===== src/rtl/puf_pkg.sv =====
// Shared types and helpers for the PUF majority-vote wrapper.
// PUF_STABILITY_MASK_EN (optional) enables the per-bit instability mask in its users.
package puf_pkg;

    localparam int unsigned CHALL_W_DEF = 8;
    localparam int unsigned RESP_W_DEF  = 8;

    typedef enum logic [2:0] {
        StIdle,
        StStart,
        StWaitLow,
        StWaitHigh,
        StSample,
        StDone
    } state_t;

    // Strict majority of n samples; n is odd so there is never a tie.
    function automatic logic maj_bit(input int unsigned ones, input int unsigned n);
        return (2 * ones) > n;
    endfunction

endpackage


===== src/rtl/puf_bit_vote_ctr.sv =====
// Per-bit ones counter for the response voter, with majority and disagreement outputs.
// PUF_STABILITY_MASK_EN defined: the unstable output is present.
module puf_bit_vote_ctr
    import puf_pkg::*;
#(
    parameter int unsigned NUM_SAMPLES = 5
) (
    input  logic clk,
    input  logic rst,
    input  logic clear,
    input  logic sample_en,
    input  logic sample_bit,
    output logic vote
`ifdef PUF_STABILITY_MASK_EN
    ,
    output logic unstable
`endif
);

    localparam int unsigned CW = $clog2(NUM_SAMPLES + 1);

    logic [CW-1:0] ones;

    // Width covers 0..NUM_SAMPLES, so no saturation is needed.
    always_ff @(posedge clk) begin
        if (rst) begin
            ones <= '0;
        end else if (clear) begin
            ones <= '0;
        end else if (sample_en && sample_bit) begin
            ones <= ones + CW'(1);
        end
    end

    assign vote = maj_bit(32'(ones), NUM_SAMPLES);

`ifdef PUF_STABILITY_MASK_EN
    assign unstable = (ones != '0) && (ones != CW'(NUM_SAMPLES));
`endif

endmodule


===== src/rtl/puf_response_voter.sv =====
// Runs the PUF NUM_SAMPLES times per challenge and returns the per-bit majority response.
// PUF_STABILITY_MASK_EN defined: adds out_unstable (bit set where samples disagreed).
module puf_response_voter
    import puf_pkg::*;
#(
    parameter int unsigned CHALL_W     = CHALL_W_DEF,
    parameter int unsigned RESP_W      = RESP_W_DEF,
    parameter int unsigned NUM_SAMPLES = 5,
    parameter int unsigned TIMEOUT     = 1024
) (
    input  logic               clk,
    input  logic               rst,
    input  logic               req_valid,
    output logic               req_ready,
    input  logic [CHALL_W-1:0] req_chall,
    output logic               puf_en,
    output logic               puf_rst,
    output logic [CHALL_W-1:0] puf_chall,
    input  logic [RESP_W-1:0]  puf_response,
    input  logic               puf_ready,
    output logic               out_valid,
    input  logic               out_ready,
    output logic [CHALL_W-1:0] out_chall,
    output logic [RESP_W-1:0]  out_resp,
`ifdef PUF_STABILITY_MASK_EN
    output logic [RESP_W-1:0]  out_unstable,
`endif
    output logic               out_timeout
);

    localparam int unsigned SCW = $clog2(NUM_SAMPLES + 1);
    localparam int unsigned TW  = (TIMEOUT > 1) ? $clog2(TIMEOUT) : 1;
    localparam logic [TW-1:0]  TLast = TW'(TIMEOUT - 1);
    localparam logic [SCW-1:0] SLast = SCW'(NUM_SAMPLES - 1);

    if ((NUM_SAMPLES % 2) == 0) begin : gen_bad_samples
        $error("puf_response_voter: NUM_SAMPLES must be odd and >= 1");
    end
    if (TIMEOUT < 1) begin : gen_bad_timeout
        $error("puf_response_voter: TIMEOUT must be >= 1");
    end

    state_t             state;
    logic [SCW-1:0]     sample_cnt;
    logic [TW-1:0]      wait_cnt;
    logic [CHALL_W-1:0] chall;
    logic               timed_out;
    logic               accept;
    logic               sample_en;
    logic [RESP_W-1:0]  vote_bits;

    assign accept    = req_valid && req_ready;
    assign sample_en = (state == StSample);

    always_ff @(posedge clk) begin
        if (rst) begin
            state      <= StIdle;
            req_ready  <= 1'b1;
            puf_en     <= 1'b0;
            puf_rst    <= 1'b0;
            out_valid  <= 1'b0;
            timed_out  <= 1'b0;
            chall      <= '0;
            sample_cnt <= '0;
            wait_cnt   <= '0;
        end else begin
            unique case (state)
                StIdle: begin
                    if (accept) begin
                        chall      <= req_chall;
                        sample_cnt <= '0;
                        timed_out  <= 1'b0;
                        req_ready  <= 1'b0;
                        puf_en     <= 1'b1;
                        puf_rst    <= 1'b1;
                        state      <= StStart;
                    end
                end
                StStart: begin
                    puf_rst  <= 1'b0;
                    wait_cnt <= '0;
                    state    <= StWaitLow;
                end
                // Ready must drop first so a response left over from the last run is skipped.
                StWaitLow: begin
                    if (!puf_ready) begin
                        wait_cnt <= '0;
                        state    <= StWaitHigh;
                    end else if (wait_cnt == TLast) begin
                        puf_en    <= 1'b0;
                        out_valid <= 1'b1;
                        timed_out <= 1'b1;
                        state     <= StDone;
                    end else begin
                        wait_cnt <= wait_cnt + TW'(1);
                    end
                end
                StWaitHigh: begin
                    if (puf_ready) begin
                        state <= StSample;
                    end else if (wait_cnt == TLast) begin
                        puf_en    <= 1'b0;
                        out_valid <= 1'b1;
                        timed_out <= 1'b1;
                        state     <= StDone;
                    end else begin
                        wait_cnt <= wait_cnt + TW'(1);
                    end
                end
                StSample: begin
                    sample_cnt <= sample_cnt + SCW'(1);
                    if (sample_cnt == SLast) begin
                        puf_en    <= 1'b0;
                        out_valid <= 1'b1;
                        state     <= StDone;
                    end else begin
                        puf_rst <= 1'b1;
                        state   <= StStart;
                    end
                end
                StDone: begin
                    if (out_ready) begin
                        out_valid <= 1'b0;
                        req_ready <= 1'b1;
                        state     <= StIdle;
                    end
                end
                default: state <= StIdle;
            endcase
        end
    end

`ifdef PUF_STABILITY_MASK_EN
    logic [RESP_W-1:0] unstable_bits;
`endif

    for (genvar i = 0; i < RESP_W; i++) begin : gen_bit
`ifdef PUF_STABILITY_MASK_EN
        puf_bit_vote_ctr #(
            .NUM_SAMPLES(NUM_SAMPLES)
        ) u_ctr (
            .clk       (clk),
            .rst       (rst),
            .clear     (accept),
            .sample_en (sample_en),
            .sample_bit(puf_response[i]),
            .vote      (vote_bits[i]),
            .unstable  (unstable_bits[i])
        );
`else
        puf_bit_vote_ctr #(
            .NUM_SAMPLES(NUM_SAMPLES)
        ) u_ctr (
            .clk       (clk),
            .rst       (rst),
            .clear     (accept),
            .sample_en (sample_en),
            .sample_bit(puf_response[i])
            ,
            .vote      (vote_bits[i])
        );
`endif
    end

    assign puf_chall   = chall;
    assign out_chall   = chall;
    assign out_timeout = timed_out;
    // An aborted evaluation reports zero response and flags every bit as untrustworthy.
    assign out_resp    = timed_out ? '0 : vote_bits;
`ifdef PUF_STABILITY_MASK_EN
    assign out_unstable = timed_out ? '1 : unstable_bits;
`endif

endmodule


===== config.mk =====
export PLATFORM = sky130hd
export DESIGN_NAME = puf_response_voter
export DESIGN_NICKNAME = d
export VERILOG_FILES = /design/src/rtl/puf_pkg.sv /design/src/rtl/puf_bit_vote_ctr.sv /design/src/rtl/puf_response_voter.sv
export SDC_FILE = /design/constraint.sdc
export NUM_CORES = 1
export LEC_CHECK = 0
export ABC_AREA = 1
export BUFFER_PORTS_ARGS = -buffer_cell sky130_fd_sc_hd__buf_2
export CORE_ASPECT_RATIO = 1.25
export CORE_MARGIN = 3
export CORE_UTILIZATION = 30
export CTS_BUF_LIST = sky130_fd_sc_hd__clkbuf_16
export DETAILED_ROUTE_END_ITERATION = 16
export GPL_TIMING_DRIVEN = 0
export PLACE_DENSITY = 0.61
export SYNTH_ARGS = -nofsm -noshare
export SYNTH_HDL_FRONTEND = slang
export SYNTH_SLANG_ARGS = --single-unit

===== constraint.sdc =====
create_clock -name clk -period 1.35 [get_ports clk]
set_input_delay 0.135 -clock clk [delete_from_list [all_inputs] [get_ports clk]]
set_output_delay 0.135 -clock clk [all_outputs]
set_load 0.05 [all_outputs]

==> results_tabular.tex, run 1 <==
\begin{tabular}{lr}
\hline
Metric & Value \\
\hline
\multicolumn{2}{l}{\textbf{STA}} \\
PnR worst setup slack & -0.03918 ns \\
Tightest slew margin relative to the limit & 64.93\% \\
Setup Viol. Count Final & 5 \\
Unrepaired setup endpoints after global routing & true \\
Worst Tran Pin Value & 0.5261 ns \\
Post-route fraction of the period consumed by the critical path & 102.9\% \\
Setup TNS & -0.08210 ns \\
FMAX & 719.9 MHz \\
Slew Limit Fails & 0 \\
Count of endpoints failing hold in the final timing report & 0 \\
Worst Clk Skew & 0.005251 ns \\
Min Clock Period, post-route & 1.389 ns \\
\multicolumn{2}{l}{\textbf{Final layout}} \\
Final Net Count & 513 \\
Register Area & 1085 um\^{}2 \\
Antenna cells & 0 \\
Layout Area Growth over Synthesis & 37.98\% \\
Post-layout instance count excluding filler cells & 599 \\
Fraction of layout instances using a drive strength above 1 & 33.19\% \\
Multi-input combinational cell area & 1644 um\^{}2 \\
Post-route cell area & 3814 um\^{}2 \\
Filler cells & 920 \\
\multicolumn{2}{l}{\textbf{Critical path}} \\
Top cell by count, worst path & sky130\_fd\_sc\_hd\_\_buf\_4 \\
Worst reg-to-reg path cell count & 10 \\
Worst R2R Setup Slack & -0.04 ns \\
Critical path endpoint category & flip-flop \\
Critical path, cell by cell & inv\_6 > buf\_4 > o21ai\_4 > nor2\_4 > buf\_4 > buf\_4 > nand4\_1 > nand2\_1 > nand2\_1 > nor2\_1 \\
Required time of the critical path & 1.57 ns \\
Class of the most critical setup path & flip-flop to flip-flop \\
Crit path arrival time & 1.61 ns \\
Library cell contributing the largest single delay on the critical path & sky130\_fd\_sc\_hd\_\_dfxtp\_4 \\
Slowest cell delay on critical path & 0.38 ns \\
Terminus of the critical flop-to-flop path & wait\_cnt[4]\$\_SDFFE\_PP0P\_ \\
Buffers and inverters on the worst path & 4 \\
Kind of cell adding the most delay to the critical path & simple AND/OR/NAND/NOR gates \\
Start of the worst register-to-register path & state[2]\$\_SDFFE\_PP0P\_ \\
Worst-path maximum fanout & 5 \\
Type of element launching the critical path & flip-flop \\
\multicolumn{2}{l}{\textbf{Drt}} \\
Vias per inst & 4.676 \\
Aggregate routed wire length & 7189 um \\
Highest signal layer in the routed design & met4 \\
Met3 wirelength from detailed routing & 323 um \\
Drt wl/cell & 12.00 um \\
Count of TritonRoute iterations in the first routing pass & 4 \\
DR iter-0 viols & 92 \\
Met2 wirelength from detailed routing & 3677 um \\
Routed Antenna Nets & 0 \\
Via count & 2801 \\
Routed length on met1 & 3089 um \\
Residual DRC count & 0 \\
\multicolumn{2}{l}{\textbf{Logic synthesis}} \\
Number of warnings printed during yosys synthesis & 0 \\
Number of cells produced by synthesis & 397 \\
Fraction of post-synthesis cell area in the top cell type by area & 38.39\% \\
Synthesized flop and latch total & 53 \\
Number of synthesized flops with an enable pin & 0 \\
Largest area contributor in the netlist & sky130\_fd\_sc\_hd\_\_dfxtp\_1 \\
Post-Synthesis Net Count & 432 \\
Mean area per synthesized cell & 6.962 um\^{}2 \\
Largest cells by area after synthesis & sky130\_fd\_sc\_hd\_\_dfxtp\_1, sky130\_fd\_sc\_hd\_\_nand2\_1, sky130\_fd\_sc\_hd\_\_a21oi\_1 \\
Mapped Area & 2764 um\^{}2 \\
Number of library cell types mapped by synthesis & 32 \\
Sequential area share after synthesis & 38.39\% \\
Top\_reg\_cell synth & sky130\_fd\_sc\_hd\_\_dfxtp\_1 \\
Async set-reset flop share out of synthesis & 0\% \\
\multicolumn{2}{l}{\textbf{Clock tree}} \\
Number of hold buffers added after CTS & 0 \\
CTS root buffer & sky130\_fd\_sc\_hd\_\_clkbuf\_16 \\
Max Buffers Root-to-Sink & 2 \\
\# clock sinks & 53 \\
Level count of the clock H-tree & 2 \\
CTS tree & built \\
TritonCTS Buffers & 5 \\
Clock transition at the registers of the reported paths & 0.07 ns \\
Insertion delay of the later-clocked pin in the worst-skew pair & 0.29 ns \\
\multicolumn{2}{l}{\textbf{Hold path}} \\
Min-Delay Endpoint & out\_chall[1]\$\_SDFFE\_PP0P\_ \\
Worst Hold Class & input port to flip-flop \\
Min-delay src & req\_chall[1] \\
Cell count of the worst hold path & 3 \\
\multicolumn{2}{l}{\textbf{Floorplan}} \\
Effective utilization at floorplan & 31.25\% \\
Die outline width & 91.85 um \\
Row cnt & 38 \\
Floorplan die area & 10410 um\^{}2 \\
Count of pins on the block boundary & 50 \\
Area of the placeable core & 8843 um\^{}2 \\
Die Height & 113.3 um \\
\multicolumn{2}{l}{\textbf{Placement}} \\
Cell area after placement & 3169 um\^{}2 \\
Count of placed standard cells including taps & 566 \\
Routability-driven placement congestion ratio & 0.8733 \\
Placed wire-length estimate & 4946 um \\
Port Buf Inserts & 49 \\
Post-placement setup slack & -0.2365 ns \\
\multicolumn{2}{l}{\textbf{GRT}} \\
Global-route wire length before repair & 11390 um \\
Antenna violations before repair & 0 \\
Vias in the first global route & 2622 \\
GRT Residual Overflow & 0 \\
Pin count of the biggest net entering global routing & 17 \\
Overall global routing resource usage & 13.10\% \\
\multicolumn{2}{l}{\textbf{Power}} \\
PnR Total Power & 4.138 mW \\
Power density normalized to cell area & 1085 nW/um\^{}2 \\
Leakage & 1.677 nW \\
IR Drop Worst-Case VDD & 565.6 uV \\
\multicolumn{2}{l}{\textbf{Run}} \\
Maxcap violations & 0 \\
\multicolumn{2}{l}{\textbf{Status}} \\
Violated checks & setup timing \\
Result of the run & finished, violations left \\
\hline
\end{tabular}
[layout by cell type (no fill, tap or decap), drive strengths merged]
cell type / instances
a21oi: 39
and2: 1
buf: 84
clkbuf: 9
clkinv: 1
clkinvlp: 2
dfxtp: 53
ha: 14
inv: 49
nand2: 98
nand3: 24
nand3b: 2
nand4: 5
nor2: 45
nor3: 8
nor3b: 6
nor4: 1
o21ai: 27
o21bai: 1
or2: 9
xor2: 1
[Yosys cell counts (2+ instances only)]
master,count
sky130_fd_sc_hd__nand2_1,95
sky130_fd_sc_hd__dfxtp_1,53
sky130_fd_sc_hd__inv_1,43
sky130_fd_sc_hd__nor2_1,41
sky130_fd_sc_hd__a21oi_1,38
sky130_fd_sc_hd__o21ai_0,25
sky130_fd_sc_hd__nand3_1,24
sky130_fd_sc_hd__ha_1,14
sky130_fd_sc_hd__buf_4,8
sky130_fd_sc_hd__nor3_1,8
sky130_fd_sc_hd__or2_1,8
sky130_fd_sc_hd__nor3b_1,6
sky130_fd_sc_hd__clkbuf_1,5
sky130_fd_sc_hd__nand4_1,4
sky130_fd_sc_hd__inv_2,3
sky130_fd_sc_hd__nand2_2,3
sky130_fd_sc_hd__nor2_4,3
sky130_fd_sc_hd__nand3b_1,2
[sequential cells by signal, summed over array words and instances, names as in the netlist]
signal and cells:
out_timeout 1, state 3, wait_cnt 10, out_chall 8
puf_en 1, out_valid 1, req_ready 1, sample_cnt 3
puf_rst 1, gen_bit.u_ctr.ones 24
[cells by family after synthesis]
kind of cell | Yosys count | synth area share (%)
and+or+nand+nor | 199 | 32.41
AOI/OAI and AO/OA | 67 | 12.49
buffers and inverters | 63 | 10.05
DFF | 53 | 38.39
adders and majority gates | 14 | 6.338
xor gates and xnor gates | 1 | 0.3169
[report_power, final]
group	internal, mW	switching, mW
combinational	0.394	0.777
sequential	1.65	0.0825
clock	0.681	0.553
total	2.73	1.41
[through the flow]
stage,hold WS [ns],utilization [%]
3_3_place_gp,0.3600,35.84
6_report,0.07429,43.12
3_5_place_dp,0.3742,35.84
4_1_cts,0.07367,39.73
2_1_floorplan,0.2699,-
5_1_grt,0.07384,43.12
[per-layer routing]
metal,track usage [%],vias to the layer above
li1,-,1439
met1,16.26,1285
met2,23.29,66
met3,2.793,11
met4,2.775,0
met5,0,-
[tightest hold or removal path, cell delays in order]
cell and delay, ns:
sky130_fd_sc_hd__buf_2 0.08, sky130_fd_sc_hd__nor2_1 0.04, sky130_fd_sc_hd__nor2_1 0.08
[final cells by class]
| type | instances | area share [%] |
|---|---|---|
| Clock buffer | 5 | 3.281 |
| Inverter | 48 | 5.118 |
| Timing Repair inverter | 1 | 0.1312 |
| Buffer | 15 | 2.723 |
| Sequential cell | 53 | 28.44 |
| Timing Repair Buffer | 73 | 12.76 |
| Clock inverter | 3 | 0.4921 |
| Tap cell | 120 | 3.937 |
| Multi-Input combinational cell | 281 | 43.11 |
[worst max path at each step]
stage	end	start	slack [ns]	cells after the start
2_1_floorplan	out_resp[0]	out_timeout$_SDFFE_PP0P_	-0.27	2
3_3_place_gp	puf_rst$_SDFFE_PP0P_	state[1]$_SDFFE_PP0P_	-0.23	8
6_report	wait_cnt[4]$_SDFFE_PP0P_	state[2]$_SDFFE_PP0P_	-0.04	10
4_1_cts	wait_cnt[8]$_SDFFE_PP0P_	state[2]$_SDFFE_PP0P_	-0.006	8
5_1_grt	wait_cnt[5]$_SDFFE_PP0P_	state[1]$_SDFFE_PP0P_	-0.10	8
3_5_place_dp	puf_rst$_SDFFE_PP0P_	state[1]$_SDFFE_PP0P_	-0.24	8
[what timing repair did]
action / 4_1_cts / 5_1_grt
pin swaps: 6 / 16
gates cloned: 0 / 2
hold endpoints to repair: 0 / 0
endpoints found under the setup margin: 60 / 54
setup buffers: 14 / 9
resized for setup: 27 / 83
Power figures use the tool's default switching activity.
==> run 2: changes to the inputs <==
--- a/config.mk
+++ b/config.mk
@@ -7,10 +7,10 @@
 export LEC_CHECK = 0
 export ABC_AREA = 1
 export BUFFER_PORTS_ARGS = -buffer_cell sky130_fd_sc_hd__buf_2
-export CORE_ASPECT_RATIO = 1.25
 export CORE_MARGIN = 3
 export CORE_UTILIZATION = 30
 export CTS_BUF_LIST = sky130_fd_sc_hd__clkbuf_16
+export CTS_CLUSTER_SIZE = 8
 export DETAILED_ROUTE_END_ITERATION = 16
 export GPL_TIMING_DRIVEN = 0
 export PLACE_DENSITY = 0.61
==> constraint.sdc (replaced) <==
create_clock -name clk -period 1.19 [get_ports clk]
set_input_delay 0.119 -clock clk [delete_from_list [all_inputs] [get_ports clk]]
set_output_delay 0.119 -clock clk [all_outputs]
set_load 0.05 [all_outputs]
==> results_tabular.tex, run 2 (same netlist as run 1, synthesis figures left out) <==
\begin{tabular}{lr}
\hline
Metric & Value \\
\hline
\multicolumn{2}{l}{\textbf{Status}} \\
Result of the run & finished, violations left (unchanged) \\
Violated checks & setup timing (unchanged) \\
\multicolumn{2}{l}{\textbf{Clock tree}} \\
Level count of the clock H-tree & 2 (unchanged) \\
\# clock sinks & 53 (unchanged) \\
CTS root buffer & sky130\_fd\_sc\_hd\_\_clkbuf\_16 (unchanged) \\
Insertion delay of the later-clocked pin in the worst-skew pair & 0.29 ns (about the same) \\
Number of hold buffers added after CTS & 0 (unchanged) \\
Clock transition at the registers of the reported paths & 0.07 ns (about the same) \\
CTS tree & built (unchanged) \\
TritonCTS Buffers & 5 (unchanged) \\
Max Buffers Root-to-Sink & 2 (unchanged) \\
\multicolumn{2}{l}{\textbf{Critical path}} \\
Worst reg-to-reg path cell count & 7 (was 10) \\
Class of the most critical setup path & flip-flop to flip-flop (unchanged) \\
Worst-path maximum fanout & 7 (was 5) \\
Required time of the critical path & 1.41 ns (was 1.57 ns) \\
Type of element launching the critical path & flip-flop (unchanged) \\
Critical path endpoint category & flip-flop (unchanged) \\
Crit path arrival time & 1.59 ns (was 1.61 ns) \\
\multicolumn{2}{l}{\textbf{Hold path}} \\
Cell count of the worst hold path & 3 (unchanged) \\
Worst Hold Class & input port to flip-flop (unchanged) \\
\multicolumn{2}{l}{\textbf{Drt}} \\
Via count & 2809 (was 2801) \\
Routed Antenna Nets & 0 (unchanged) \\
Count of TritonRoute iterations in the first routing pass & 4 (unchanged) \\
Aggregate routed wire length & 7386 um (was 7189 um) \\
DR iter-0 viols & 88 (was 92) \\
Drt wl/cell & 12.54 um (was 12.00 um) \\
Residual DRC count & 0 (unchanged) \\
Vias per inst & 4.769 (was 4.676) \\
\multicolumn{2}{l}{\textbf{GRT}} \\
Antenna violations before repair & 0 (unchanged) \\
Vias in the first global route & 2604 (was 2622) \\
Pin count of the biggest net entering global routing & 18 (was 17) \\
Overall global routing resource usage & 14.26\% (was 13.10\%) \\
GRT Residual Overflow & 0 (unchanged) \\
Global-route wire length before repair & 11980 um (was 11390 um) \\
\multicolumn{2}{l}{\textbf{Power}} \\
PnR Total Power & 4.838 mW (was 4.138 mW) \\
Leakage & 1.730 nW (was 1.677 nW) \\
IR Drop Worst-Case VDD & 751.9 uV (was 565.6 uV) \\
Power density normalized to cell area & 1147 nW/um\^{}2 (was 1085 nW/um\^{}2) \\
\multicolumn{2}{l}{\textbf{Final layout}} \\
Top register by number of flip-flops & gen\_bit.u\_ctr.ones (unchanged) \\
Commonest cells after routing, fill and taps aside & sky130\_fd\_sc\_hd\_\_nand2\_1, sky130\_fd\_sc\_hd\_\_buf\_2, sky130\_fd\_sc\_hd\_\_dfxtp\_1, sky130\_fd\_sc\_hd\_\_inv\_1, sky130\_fd\_sc\_hd\_\_nor2\_1 (was sky130\_fd\_sc\_hd\_\_nand2\_1, sky130\_fd\_sc\_hd\_\_dfxtp\_1, sky130\_fd\_sc\_hd\_\_buf\_2, sky130\_fd\_sc\_hd\_\_inv\_1, sky130\_fd\_sc\_hd\_\_nor2\_1) \\
Layout Area Growth over Synthesis & 52.60\% (was 37.98\%) \\
Commonest non-fill, non-tap cell in the layout & sky130\_fd\_sc\_hd\_\_nand2\_1 (unchanged) \\
Filler cells & 878 (was 920) \\
Register Area & 1090 um\^{}2 (was 1085 um\^{}2) \\
Fraction of layout instances using a drive strength above 1 & 43.45\% (was 33.19\%) \\
Antenna cells & 0 (unchanged) \\
Max FFs per register & 24 (unchanged) \\
Multi-input combinational cell area & 1944 um\^{}2 (was 1644 um\^{}2) \\
Final Net Count & 515 (was 513) \\
\multicolumn{2}{l}{\textbf{Placement}} \\
Routability-driven placement congestion ratio & 0.7968 (was 0.8733) \\
Placed wire-length estimate & 4837 um (was 4946 um) \\
Port Buf Inserts & 49 (unchanged) \\
\multicolumn{2}{l}{\textbf{Floorplan}} \\
Effective utilization at floorplan & 31.24\% (was 31.25\%) \\
Area of the placeable core & 8848 um\^{}2 (was 8843 um\^{}2) \\
Floorplan die area & 10400 um\^{}2 (was 10410 um\^{}2) \\
Die outline width & 102.0 um (was 91.85 um) \\
Die Height & 102.0 um (was 113.3 um) \\
Row cnt & 34 (was 38) \\
Count of pins on the block boundary & 50 (unchanged) \\
\multicolumn{2}{l}{\textbf{STA}} \\
Post-route fraction of the period consumed by the critical path & 115.3\% (was 102.9\%) \\
Slew Limit Fails & 0 (unchanged) \\
Worst Clk Skew & 0.009037 ns (was 0.005251 ns) \\
Tightest slew margin relative to the limit & 60.98\% (was 64.93\%) \\
Setup TNS & -5.440 ns (was -0.08210 ns) \\
Unrepaired setup endpoints after global routing & true (unchanged) \\
Worst Tran Pin Value & 0.5853 ns (was 0.5261 ns) \\
PnR worst setup slack & -0.1827 ns (was -0.03918 ns) \\
Min Clock Period, post-route & 1.373 ns (was 1.389 ns) \\
Setup Viol. Count Final & 59 (was 5) \\
FMAX & 728.5 MHz (was 719.9 MHz) \\
Count of endpoints failing hold in the final timing report & 0 (unchanged) \\
\multicolumn{2}{l}{\textbf{Run}} \\
Maxcap violations & 0 (unchanged) \\
\hline
\end{tabular}
run 2: cell types whose count changed in the layout (fill, tap and decap cells not counted), sizes merged:
cell,previous run,this run
clkinv,1,5
inv,49,46
buf,84,83
clkbuf,9,11
run 2: layout make-up:
class | count | share of cell area, %
tap | 108 | 3.204
buffer | 15 | 3.026
sequential | 53 | 25.84
inverter | 48 | 4.954
clock inverter | 3 | 0.5043
timing repair buffer | 74 | 13.11
clock buffer | 5 | 2.966
multi-input combinational | 281 | 46.10
timing repair inverter | 2 | 0.2966
run 2: worst paths after layout:
path                                                              end  slack [ns]                   from
worst max-delay path            gen_bit[0].u_ctr.ones[0]$_SDFFE_PP0P_       -0.18  state[1]$_SDFFE_PP0P_
worst min-delay path                        out_chall[6]$_SDFFE_PP0P_        0.05           req_chall[6]
worst max register to register  gen_bit[0].u_ctr.ones[0]$_SDFFE_PP0P_       -0.18  state[1]$_SDFFE_PP0P_
worst min register to register                   puf_rst$_SDFFE_PP0P_        0.48   puf_rst$_SDFFE_PP0P_
run 2: through the flow:
step | instances | worst slack [ns] | hold WS [ns] | util, % | area (um^2)
2_1_floorplan | 397 | -0.01287 | 0.2539 | - | 2918
3_3_place_gp | 554 | -0.2010 | 0.3424 | 37.27 | 3298
3_5_place_dp | 554 | -0.2311 | 0.3509 | 37.27 | 3298
4_1_cts | 579 | -0.1563 | 0.04488 | 44.26 | 3916
5_1_grt | 589 | -0.2795 | 0.05411 | 47.67 | 4218
6_report | 589 | -0.1827 | 0.04603 | 47.67 | 4218
run 2: report_power, final:
part | internal (mW) | total (mW) | switching, mW | leakage [nW]
clock | 0.785 | 1.47 | 0.681 | 0.0702
sequential | 1.87 | 1.96 | 0.0896 | 0.437
combinational | 0.489 | 1.42 | 0.926 | 1.22
run 2: routing by layer:
metal,track usage [%],share of wire (%),vias to the layer above
met3,2.389,3.2,6
met2,24.24,50,42
met1,18.51,45,1310
met4,4.339,1.6,0
met5,0,0,-
li1,-,-,1451
run 2: what timing repair did:
action                     4_1_cts  5_1_grt
setup endpoints to repair       61       61
gates resized for setup         95       58
buffers inserted                13       10
pin swaps                       15       14
gates cloned                     4        0
run 2: worst max-delay path, cell delays in order (launching register included):
cell,delay [ns]
sky130_fd_sc_hd__dfxtp_4,0.39
sky130_fd_sc_hd__nor2_4,0.17
sky130_fd_sc_hd__nand2_4,0.13
sky130_fd_sc_hd__clkinv_8,0.12
sky130_fd_sc_hd__buf_12,0.11
sky130_fd_sc_hd__nand2_8,0.05
sky130_fd_sc_hd__or2_1,0.21
sky130_fd_sc_hd__a21oi_1,0.11
==> run 3: changes to the inputs <==
--- a/config.mk
+++ b/config.mk
@@ -14,6 +14,7 @@
 export DETAILED_ROUTE_END_ITERATION = 16
 export GPL_TIMING_DRIVEN = 0
 export PLACE_DENSITY = 0.61
+export SKIP_CTS_REPAIR_TIMING = 1
 export SYNTH_ARGS = -nofsm -noshare
 export SYNTH_HDL_FRONTEND = slang
 export SYNTH_SLANG_ARGS = --single-unit
==> results_tabular.tex, run 3 (same netlist as run 1, synthesis figures left out) <==
\begin{tabular}{lr}
\hline
Metric & Value \\
\hline
\multicolumn{2}{l}{\textbf{Clock tree}} \\
Max Buffers Root-to-Sink & 2 (unchanged) \\
Level count of the clock H-tree & 2 (unchanged) \\
\# clock sinks & 53 (unchanged) \\
TritonCTS Buffers & 5 (unchanged) \\
CTS tree & built (unchanged) \\
Clock transition at the registers of the reported paths & 0.07 ns (about the same) \\
Insertion delay of the later-clocked pin in the worst-skew pair & 0.29 ns (about the same) \\
CTS root buffer & sky130\_fd\_sc\_hd\_\_clkbuf\_16 (unchanged) \\
\multicolumn{2}{l}{\textbf{Drt}} \\
Met3 wirelength from detailed routing & 258 um (was 233 um) \\
DR iter-0 viols & 93 (was 88) \\
Routed length on met1 & 3249 um (was 3316 um) \\
Highest signal layer in the routed design & met4 (unchanged) \\
Residual DRC count & 0 (unchanged) \\
Drt wl/cell & 11.94 um (was 12.54 um) \\
Count of TritonRoute iterations in the first routing pass & 4 (unchanged) \\
Routed Antenna Nets & 0 (unchanged) \\
Aggregate routed wire length & 6877 um (was 7386 um) \\
Via count & 2720 (was 2809) \\
Met2 wirelength from detailed routing & 3296 um (was 3718 um) \\
Vias per inst & 4.722 (was 4.769) \\
\multicolumn{2}{l}{\textbf{GRT}} \\
Antenna violations before repair & 0 (unchanged) \\
GRT Residual Overflow & 0 (unchanged) \\
Vias in the first global route & 2386 (was 2604) \\
Global-route wire length before repair & 10600 um (was 11980 um) \\
Overall global routing resource usage & 12.42\% (was 14.26\%) \\
Pin count of the biggest net entering global routing & 18 (unchanged) \\
\multicolumn{2}{l}{\textbf{Final layout}} \\
Final Net Count & 502 (was 515) \\
Filler cells & 910 (was 878) \\
Commonest cells after routing, fill and taps aside & sky130\_fd\_sc\_hd\_\_nand2\_1, sky130\_fd\_sc\_hd\_\_buf\_2, sky130\_fd\_sc\_hd\_\_inv\_1, sky130\_fd\_sc\_hd\_\_nor2\_1, sky130\_fd\_sc\_hd\_\_dfxtp\_1 (was sky130\_fd\_sc\_hd\_\_nand2\_1, sky130\_fd\_sc\_hd\_\_buf\_2, sky130\_fd\_sc\_hd\_\_dfxtp\_1, sky130\_fd\_sc\_hd\_\_inv\_1, sky130\_fd\_sc\_hd\_\_nor2\_1) \\
Top register by number of flip-flops & gen\_bit.u\_ctr.ones (unchanged) \\
Multi-input combinational cell area & 1778 um\^{}2 (was 1944 um\^{}2) \\
Post-route cell area & 3889 um\^{}2 (was 4218 um\^{}2) \\
Max FFs per register & 24 (unchanged) \\
Fraction of layout instances using a drive strength above 1 & 38.46\% (was 43.45\%) \\
Antenna cells & 0 (unchanged) \\
Commonest non-fill, non-tap cell in the layout & sky130\_fd\_sc\_hd\_\_nand2\_1 (unchanged) \\
Layout Area Growth over Synthesis & 40.70\% (was 52.60\%) \\
Register Area & 1097 um\^{}2 (was 1090 um\^{}2) \\
Post-layout instance count excluding filler cells & 576 (was 589) \\
\multicolumn{2}{l}{\textbf{Floorplan}} \\
Floorplan die area & 10400 um\^{}2 (unchanged) \\
Die outline width & 102.0 um (unchanged) \\
Row cnt & 34 (unchanged) \\
Area of the placeable core & 8848 um\^{}2 (unchanged) \\
Die Height & 102.0 um (unchanged) \\
Effective utilization at floorplan & 31.24\% (unchanged) \\
Count of pins on the block boundary & 50 (unchanged) \\
\multicolumn{2}{l}{\textbf{Power}} \\
Leakage & 1.653 nW (was 1.730 nW) \\
P\_sw & 1.659 mW (was 1.697 mW) \\
Power density normalized to cell area & 1220 nW/um\^{}2 (was 1147 nW/um\^{}2) \\
Power share of the sequential group & 41.3\% (was 40.5\%) \\
PnR Total Power & 4.745 mW (was 4.838 mW) \\
Cell-internal power & 3.086 mW (was 3.142 mW) \\
Combinational cell fraction of total power & 27.8\% (was 29.2\%) \\
IR Drop Worst-Case VDD & 715.5 uV (was 751.9 uV) \\
Clock network fraction of total power & 30.9\% (was 30.3\%) \\
Switching fraction of total power & 34.96\% (was 35.06\%) \\
\multicolumn{2}{l}{\textbf{Placement}} \\
Routability-driven placement congestion ratio & 0.7968 (unchanged) \\
Count of placed standard cells including taps & 554 (unchanged) \\
Placed wire-length estimate & 4837 um (unchanged) \\
Port Buf Inserts & 49 (unchanged) \\
Cell area after placement & 3298 um\^{}2 (unchanged) \\
\multicolumn{2}{l}{\textbf{Critical path}} \\
Worst-path maximum fanout & 8 (was 7) \\
Required time of the critical path & 1.41 ns (about the same) \\
Crit path arrival time & 1.62 ns (was 1.59 ns) \\
Type of element launching the critical path & flip-flop (unchanged) \\
Class of the most critical setup path & flip-flop to flip-flop (unchanged) \\
Critical path endpoint category & flip-flop (unchanged) \\
\multicolumn{2}{l}{\textbf{Hold path}} \\
Worst Hold Class & input port to flip-flop (unchanged) \\
\multicolumn{2}{l}{\textbf{Run}} \\
Maxcap violations & 0 (unchanged) \\
\multicolumn{2}{l}{\textbf{Status}} \\
Violated checks & setup timing (unchanged) \\
Result of the run & finished, violations left (unchanged) \\
\multicolumn{2}{l}{\textbf{STA}} \\
Min Clock Period, post-route & 1.400 ns (was 1.373 ns) \\
Post-route fraction of the period consumed by the critical path & 117.7\% (was 115.3\%) \\
Worst Tran Pin Value & 0.5675 ns (was 0.5853 ns) \\
Unrepaired setup endpoints after global routing & true (unchanged) \\
Setup Viol. Count Final & 55 (was 59) \\
Worst Clk Skew & 0.004561 ns (was 0.009037 ns) \\
Tightest slew margin relative to the limit & 62.17\% (was 60.98\%) \\
Slew Limit Fails & 0 (unchanged) \\
Setup TNS & -6.495 ns (was -5.440 ns) \\
PnR worst setup slack & -0.2102 ns (was -0.1827 ns) \\
Count of endpoints failing hold in the final timing report & 0 (unchanged) \\
FMAX & 714.2 MHz (was 728.5 MHz) \\
\hline
\end{tabular}
-- run 3: cell count changes in the layout (fill, tap and decap cells not counted), moves of 6 or more --
cell,delta
sky130_fd_sc_hd__a21oi_2,-6
sky130_fd_sc_hd__nand3_1,+9
sky130_fd_sc_hd__buf_4,-6
sky130_fd_sc_hd__a21oi_1,+6
sky130_fd_sc_hd__dfxtp_1,-6
sky130_fd_sc_hd__dfxtp_2,+6
sky130_fd_sc_hd__nand3_2,-9
-- run 3: area by class of cell --
cell class | count | area share [%]
Inverter | 48 | 5.212
Clock buffer | 5 | 3.218
Tap cell | 108 | 3.475
Timing Repair Buffer | 62 | 10.20
Sequential cell | 53 | 28.22
Timing Repair inverter | 1 | 0.2252
Buffer | 15 | 3.185
Multi-Input combinational cell | 281 | 45.72
Clock inverter | 3 | 0.5470
-- run 3: worst paths after layout --
| path | startpoint | endpoint | slack (ns) | depth (start not counted) |
|---|---|---|---|---|
| worst max-delay path | state[1]$_SDFFE_PP0P_ | gen_bit[7].u_ctr.ones[1]$_SDFFE_PP0P_ | -0.21 | 7 |
| worst min-delay path | req_chall[4] | out_chall[4]$_SDFFE_PP0P_ | 0.05 | 3 |
| worst max register to register | state[1]$_SDFFE_PP0P_ | gen_bit[7].u_ctr.ones[1]$_SDFFE_PP0P_ | -0.21 | 7 |
| worst min register to register | puf_rst$_SDFFE_PP0P_ | puf_rst$_SDFFE_PP0P_ | 0.47 | 2 |
-- run 3: power groups by stage --
| stage | Sequential [mW] | Clock [mW] | Combinational (mW) |
|---|---|---|---|
| after detailed placement | 2.00 | 0 | 1.11 |
| final | 1.96 | 1.46 | 1.32 |
| after global routing | 1.98 | 1.58 | 1.43 |
| after global placement | 1.99 | 0 | 1.10 |
| after CTS | 1.96 | 1.52 | 1.11 |
| after floorplan | 2.21 | 0 | 0.635 |
-- run 3: stage by stage --
stage	worst slack (ns)	hold slack (ns)	utilization, %
after floorplan	-0.01287	0.2539	-
after global placement	-0.2010	0.3424	37.27
after detailed placement	-0.2311	0.3509	37.27
after CTS	-0.2753	0.04491	38.93
after global routing	-0.2920	0.05643	43.95
final	-0.2102	0.04906	43.95
-- run 3: per-layer routing --
layer,track usage [%],up-vias
met5,0,-
met1,16.22,1242
met2,20.79,47
met3,2.526,4
li1,-,1427
met4,3.532,0
-- run 3: critical path, stage by stage (launching register included) --
cell	delay [ns]
sky130_fd_sc_hd__dfxtp_4	0.39
sky130_fd_sc_hd__nor2_4	0.21
sky130_fd_sc_hd__nand2_4	0.15
sky130_fd_sc_hd__inv_8	0.12
sky130_fd_sc_hd__buf_8	0.12
sky130_fd_sc_hd__buf_4	0.13
sky130_fd_sc_hd__nand3_1	0.07
sky130_fd_sc_hd__a21oi_1	0.14
